## src/rtl/fdd_rotation_if.sv

```systemverilog
// Disk-side signal bundle for fdd_rotation: motor/timing inputs, track buffer
// read port and the rotating byte stream with its index pulse.
interface fdd_rotation_if;
   logic        msclk;
   logic        MOTORn;
   logic        track_ready;
   logic [12:0] buffer_addr;
   logic [7:0]  buffer_q;
   logic [7:0]  byte_data;
   logic        byte_valid;
   logic        INDEXn;
   logic        rot_ready;

   modport master (
      output msclk, MOTORn, track_ready, buffer_q,
      input  buffer_addr, byte_data, byte_valid, INDEXn, rot_ready
   );

   modport slave (
      input  msclk, MOTORn, track_ready, buffer_q,
      output buffer_addr, byte_data, byte_valid, INDEXn, rot_ready
   );
endinterface

```

## src/rtl/fdd_rotation.sv

```systemverilog
// Floppy spindle model: streams track-buffer bytes at disk rate and drives INDEXn.
// FDD_SPINUP_EN adds a SPINUP state that waits SPINUP_MS msclk strobes before RUN.
module fdd_rotation #(
   parameter int BYTE_DIV    = 687,
   parameter int TRACK_BYTES = 6250,
   parameter int INDEX_BYTES = 8,
   parameter int SPINUP_MS   = 500
) (
   input  logic          clk,
   input  logic          reset_n,
   fdd_rotation_if.slave bus
);
   localparam int              DW       = (BYTE_DIV > 2) ? $clog2(BYTE_DIV) : 1;
   localparam logic [DW-1:0]   DIV_MAX  = DW'(BYTE_DIV - 1);
   localparam logic [12:0]     POS_LAST = 13'(TRACK_BYTES - 1);
   localparam logic [12:0]     IDX_END  = 13'(INDEX_BYTES);

`ifdef FDD_SPINUP_EN
   localparam int              SW       = (SPINUP_MS > 0) ? $clog2(SPINUP_MS + 1) : 1;
   localparam logic [SW-1:0]   SPIN_MAX = SW'(SPINUP_MS);

   typedef enum logic [1:0] {
      ST_IDLE   = 2'd0,
      ST_SPINUP = 2'd1,
      ST_RUN    = 2'd2
   } state_t;

   logic [SW-1:0] spin_q, spin_d;
`else
   localparam int unused_spinup_ms = SPINUP_MS;

   typedef enum logic [1:0] {
      ST_IDLE = 2'd0,
      ST_RUN  = 2'd2
   } state_t;

   logic unused_msclk_s;
   assign unused_msclk_s = bus.msclk;
`endif

   state_t        state_q, state_d;
   logic [DW-1:0] div_q, div_d;
   logic [12:0]   pos_q, pos_d;
   logic [7:0]    data_q, data_d;
   logic          valid_q, valid_d;
   logic          indexn_q;
   logic          rot_q;

   // Next-state logic; motor-off overrides everything, including a pending tick.
   always_comb begin
      state_d = state_q;
      div_d   = div_q;
      pos_d   = pos_q;
      data_d  = data_q;
      valid_d = 1'b0;
`ifdef FDD_SPINUP_EN
      spin_d  = spin_q;
`endif
      if (bus.MOTORn) begin
         state_d = ST_IDLE;
         div_d   = '0;
      end else begin
         case (state_q)
`ifdef FDD_SPINUP_EN
            ST_IDLE: begin
               state_d = ST_SPINUP;
               spin_d  = '0;
            end
            ST_SPINUP: begin
               if (spin_q == SPIN_MAX) begin
                  state_d = ST_RUN;
               end else if (bus.msclk) begin
                  spin_d = spin_q + SW'(1);
               end else begin
                  spin_d = spin_q;
               end
            end
`else
            ST_IDLE: begin
               state_d = ST_RUN;
            end
`endif
            ST_RUN: begin
               if (div_q == DIV_MAX) begin
                  // buffer_q has held the byte at pos_q since one cycle after pos_q settled
                  div_d   = '0;
                  pos_d   = (pos_q == POS_LAST) ? 13'd0 : pos_q + 13'd1;
                  data_d  = bus.buffer_q;
                  valid_d = bus.track_ready;
               end else begin
                  div_d = div_q + DW'(1);
               end
            end
            default: begin
               state_d = ST_IDLE;
               div_d   = '0;
            end
         endcase
      end
   end

   // State and registered outputs; INDEXn/rot_ready follow the post-update state and pos.
   always_ff @(posedge clk or negedge reset_n) begin
      if (!reset_n) begin
         state_q  <= ST_IDLE;
         div_q    <= '0;
         pos_q    <= 13'd0;
         data_q   <= 8'h00;
         valid_q  <= 1'b0;
         indexn_q <= 1'b1;
         rot_q    <= 1'b0;
`ifdef FDD_SPINUP_EN
         spin_q   <= '0;
`endif
      end else begin
         state_q  <= state_d;
         div_q    <= div_d;
         pos_q    <= pos_d;
         data_q   <= data_d;
         valid_q  <= valid_d;
         indexn_q <= !((state_d == ST_RUN) && (pos_d < IDX_END));
         rot_q    <= (state_d == ST_RUN);
`ifdef FDD_SPINUP_EN
         spin_q   <= spin_d;
`endif
      end
   end

   assign bus.buffer_addr = pos_q;
   assign bus.byte_data   = data_q;
   assign bus.byte_valid  = valid_q;
   assign bus.INDEXn      = indexn_q;
   assign bus.rot_ready   = rot_q;
endmodule

```

## src/flat_wrapper.sv

```systemverilog
// flat-port wrapper written by rule: the top's interface ports become plain ports
module fdd_rotation_flat 
#(
   parameter int BYTE_DIV    = 687,
   parameter int TRACK_BYTES = 6250,
   parameter int INDEX_BYTES = 8,
   parameter int SPINUP_MS   = 500
)
  (clk, reset_n, bus_msclk, bus_MOTORn, bus_track_ready, bus_buffer_q, bus_buffer_addr, bus_byte_data, bus_byte_valid, bus_INDEXn, bus_rot_ready);
  fdd_rotation_if bus_i ();
  input  logic clk;
  input  logic reset_n;
  input wire logic [$bits(bus_i.msclk)-1:0] bus_msclk;
  input wire logic [$bits(bus_i.MOTORn)-1:0] bus_MOTORn;
  input wire logic [$bits(bus_i.track_ready)-1:0] bus_track_ready;
  input wire logic [$bits(bus_i.buffer_q)-1:0] bus_buffer_q;
  output wire logic [$bits(bus_i.buffer_addr)-1:0] bus_buffer_addr;
  output wire logic [$bits(bus_i.byte_data)-1:0] bus_byte_data;
  output wire logic [$bits(bus_i.byte_valid)-1:0] bus_byte_valid;
  output wire logic [$bits(bus_i.INDEXn)-1:0] bus_INDEXn;
  output wire logic [$bits(bus_i.rot_ready)-1:0] bus_rot_ready;
  assign bus_i.msclk = bus_msclk;
  assign bus_i.MOTORn = bus_MOTORn;
  assign bus_i.track_ready = bus_track_ready;
  assign bus_i.buffer_q = bus_buffer_q;
  assign bus_buffer_addr = bus_i.buffer_addr;
  assign bus_byte_data = bus_i.byte_data;
  assign bus_byte_valid = bus_i.byte_valid;
  assign bus_INDEXn = bus_i.INDEXn;
  assign bus_rot_ready = bus_i.rot_ready;
  fdd_rotation #(.BYTE_DIV(BYTE_DIV), .TRACK_BYTES(TRACK_BYTES), .INDEX_BYTES(INDEX_BYTES), .SPINUP_MS(SPINUP_MS)) u_core (.clk(clk), .reset_n(reset_n), .bus(bus_i));
endmodule
```

## config.mk

```make
export PLATFORM = sky130hd
export DESIGN_NAME = fdd_rotation_flat
export DESIGN_NICKNAME = d
export VERILOG_FILES = /design/src/rtl/fdd_rotation_if.sv /design/src/rtl/fdd_rotation.sv /design/src/flat_wrapper.sv
export SDC_FILE = /design/constraint.sdc
export NUM_CORES = 1
export LEC_CHECK = 0
export CAP_MARGIN = 20
export CORE_UTILIZATION = 46
export DETAILED_ROUTE_END_ITERATION = 6
export GPL_ROUTABILITY_DRIVEN = 0
export PLACE_DENSITY = 0.72
export RECOVER_POWER = 50
export SYNTH_ARGS = -nofsm -noshare
export SYNTH_HDL_FRONTEND = slang
export SYNTH_SLANG_ARGS = --single-unit
```

## constraint.sdc

```tcl
create_clock -name clk -period 2.5 [get_ports clk]
set_clock_uncertainty 0.2 [all_clocks]
set_input_delay 0.25 -clock clk [delete_from_list [all_inputs] [get_ports clk]]
set_output_delay 0.25 -clock clk [all_outputs]
set_load 0.1 [all_outputs]
```

==> metrics.md <==
| Metric | Value |
|---|---|
| Final Cycle Share | `1.00` |
| Die H | `66.2 um` |
| Mapped Avg Cell Area | `8.79 um2` |
| 1st-iter DRT viols | `121` |
| Routed wire length | `4.43 mm` |
| Clock Tree Root | `clkbuf_8` |
| Slew @ Worst Pin | `1.17 ns` |
| Leak | `1.12 nW` |
| Share of the yosys chip area belonging to registers | `0.462` |
| Die W | `66.2 um` |
| Count leader, synth | `nand2_1` |
| CP Capture Type | `flip-flop` |
| Total gr overflow | `0` |
| Mapped Area | `1900 um2` |
| WP data arrival | `2.51 ns` |
| Row count | `22` |
| Cells after Synth | `216` |
| Synth top area share | `0.448` |
| Clock latency on the worst-skew pair | `0.29 ns` |
| Hold Path Class | `input pin to asynchronous set/reset pin` |
| Post-synth top cells | `nand2_1, dfrtp_1, o21ai_0` |
| Number of flops mapped to enable cells by yosys | `0` |
| Synth warn | `0` |
| Initial antenna violation count | `0` |
| Final non-filler cell area | `2510 um2` |
| Post-synth cell types | `43` |
| PD cells | `431 nW/um2` |
| Initial Utilization | `0.500` |
| Failing checks | `setup timing` |
| Vias per cell | `5.49` |
| Detailed-route wire length per cell | `13.8 um` |
| Mapped Nets | `233` |
| FILL cells | `336` |
| DRT Pass-1 Iters | `4` |
| Pins Over Slew Limit | `0` |
| Async SR Flop Fraction | `1.00` |
| Yosys reg bits | `35` |
| CTS sink cnt | `35` |
| Dpl ws | `-0.256 ns` |
| Slew margin rel. | `0.223` |
| CTS Buf Count | `5` |
| Status | `finished with violations` |
| Clock-pin transition on the worst setup and hold timing paths | `0.07 ns` |
| Worst Path Max Fanout | `8` |
| Remaining DRCs | `0` |
| CTS tree | `done` |
| Deepest clock path buffer count | `2` |
| N_diodes | `0` |
| Most frequently used flop master after synthesis | `dfrtp_1` |
| Layout Nets | `290` |
| Ports | `37` |
| Largest net degree at the start of global routing | `17` |
| Area of the die | `4390 um2` |
| Critical path launch point type | `flip-flop` |
| Cell Area, Placed | `2420 um2` |
| Vias in the first global route | `1728` |
| Port-buffer cells | `35` |
| Cell taking the most area after synthesis | `dfrtp_1` |
| Min Tclk post-route | `2.51 ns` |
| Share of cells above drive strength 1 | `0.263` |
| Finish-stage setup viols | `2` |
| First-pass GRT wire length | `7.71 mm` |
| Remaining antenna violation count | `0` |
| F_max | `398 MHz` |
| Layout area overhead | `32.0%` |
| Top area cells in the synthesized netlist | `dfrtp_1, nand2_1, o21ai_0, nand3_1, ha_1` |
| Total track usage | `0.234` |
| Final setup margin | `-0.0123 ns` |
| Setup Crit Path Kind | `flip-flop to flip-flop` |
| Total core area | `3800 um2` |
| RSZ-0062 raised after global routing | `yes` |
| Vias | `1768` |
| Critical Path RT | `2.50 ns` |
| Hold_buf cts | `0` |
| Max_cap viols | `0` |
| Detailed-placement wirelength estimate | `3.23 mm` |
| Final Hold Fails | `0` |
| H-tree levels | `2` |
| Tot Pwr | `0.00108 W` |
| Peak supply drop | `0.258 mV` |
| Finished Core Util | `0.660` |
| Total negative slack | `-0.0177 ns` |
## power by group
group | switching [W] | leakage (nW) | internal (W)
Clock | 0.000194 | 0.0515 | 0.000251
Sequential | 0.00000153 | 0.458 | 0.000570
Combinational | 0.0000365 | 0.607 | 0.0000255
Total | 0.000233 | 1.12 | 0.000847
## placed cells by master, fill, tap and decap left out, types with 6 or more instances in the layout
cell,instances
o31ai_1,6
o21ai_0,23
nand3_1,13
buf_4,40
clkbuf_8,7
clkbuf_1,12
nor2_1,12
dfrtp_1,22
clkdlybuf4s50_1,10
dfrtp_2,7
nand2_1,43
and3_1,6
## cell families after synthesis
logic type / Yosys count / synth area share
AO/OA/AOI/OAI: 42 / 0.134
XOR/XNOR: 7 / 0.0323
adder cells (fa/ha/maj): 4 / 0.0264
buffers and inverters: 17 / 0.0382
flip-flops: 35 / 0.462
other: 1 / 0.00198
AND/OR/NAND/NOR: 110 / 0.305
## sequential cells by signal, summed over array words and instances, names as in the netlist
| name | cells |
|---|---|
| u_core.bus.byte_valid | 1 |
| u_core.state_q | 1 |
| u_core.bus.buffer_addr | 13 |
| u_core.bus.INDEXn | 1 |
| u_core.div_q | 10 |
| u_core.bus.rot_ready | 1 |
| u_core.bus.byte_data | 8 |
## stage by stage
step / instances / hold slack, ns
global route: 322 / 0.290
detailed placement: 313 / 0.257
CTS: 322 / 0.196
global placement: 313 / 0.255
finish: 322 / 0.252
floorplan: 216 / -0.246
## worst max-delay path, stage by stage (launching register included)
cell       delay, ns
dfrtp_1         0.38
or3b_4          0.40
or4_4           0.60
nor3_4          0.15
and3_1          0.17
o2bb2ai_1       0.06
or4_1           0.46
## what timing repair did
item	4_1_cts	5_1_grt
setup endpoints to repair	1	2
gates resized for setup	0	4
pin swaps	2	3
setup buffers	1	0
## per-layer routing
layer | track usage | routed length [um] | vias up
met5 | 0 | 0 | -
met4 | 0.0718 | 68 | 0
met3 | 0.0552 | 217 | 9
met2 | 0.379 | 2050 | 49
met1 | 0.307 | 2090 | 841
li1 | - | - | 869
## final cells by class
type,instances,area [um2],area share
inverters,5,18.8,0.00749
multi-input cells,164,971,0.387
repair buffers,62,452,0.180
clock buffers,8,100,0.0399
well taps,48,60.1,0.0240
flip-flops and latches,35,905,0.361
## path summary, 6_finish.rpt
path	from	end	slack, ns	cells after the start
min in group clk	u_core.bus.byte_data[7]	u_core.bus.byte_data[7]	0.26	2
setup reg to reg	u_core.div_q[4]	u_core.bus.INDEXn	-0.01	6
hold reg to reg	u_core.bus.byte_data[7]	u_core.bus.byte_data[7]	0.26	2
max in group asynchronous	reset_n	u_core.bus.byte_valid	0.86	2
setup / recovery	u_core.div_q[4]	u_core.bus.INDEXn	-0.01	6
hold / removal	reset_n	u_core.bus.buffer_addr[5]	0.25	1
Power figures use the tool's default switching activity.
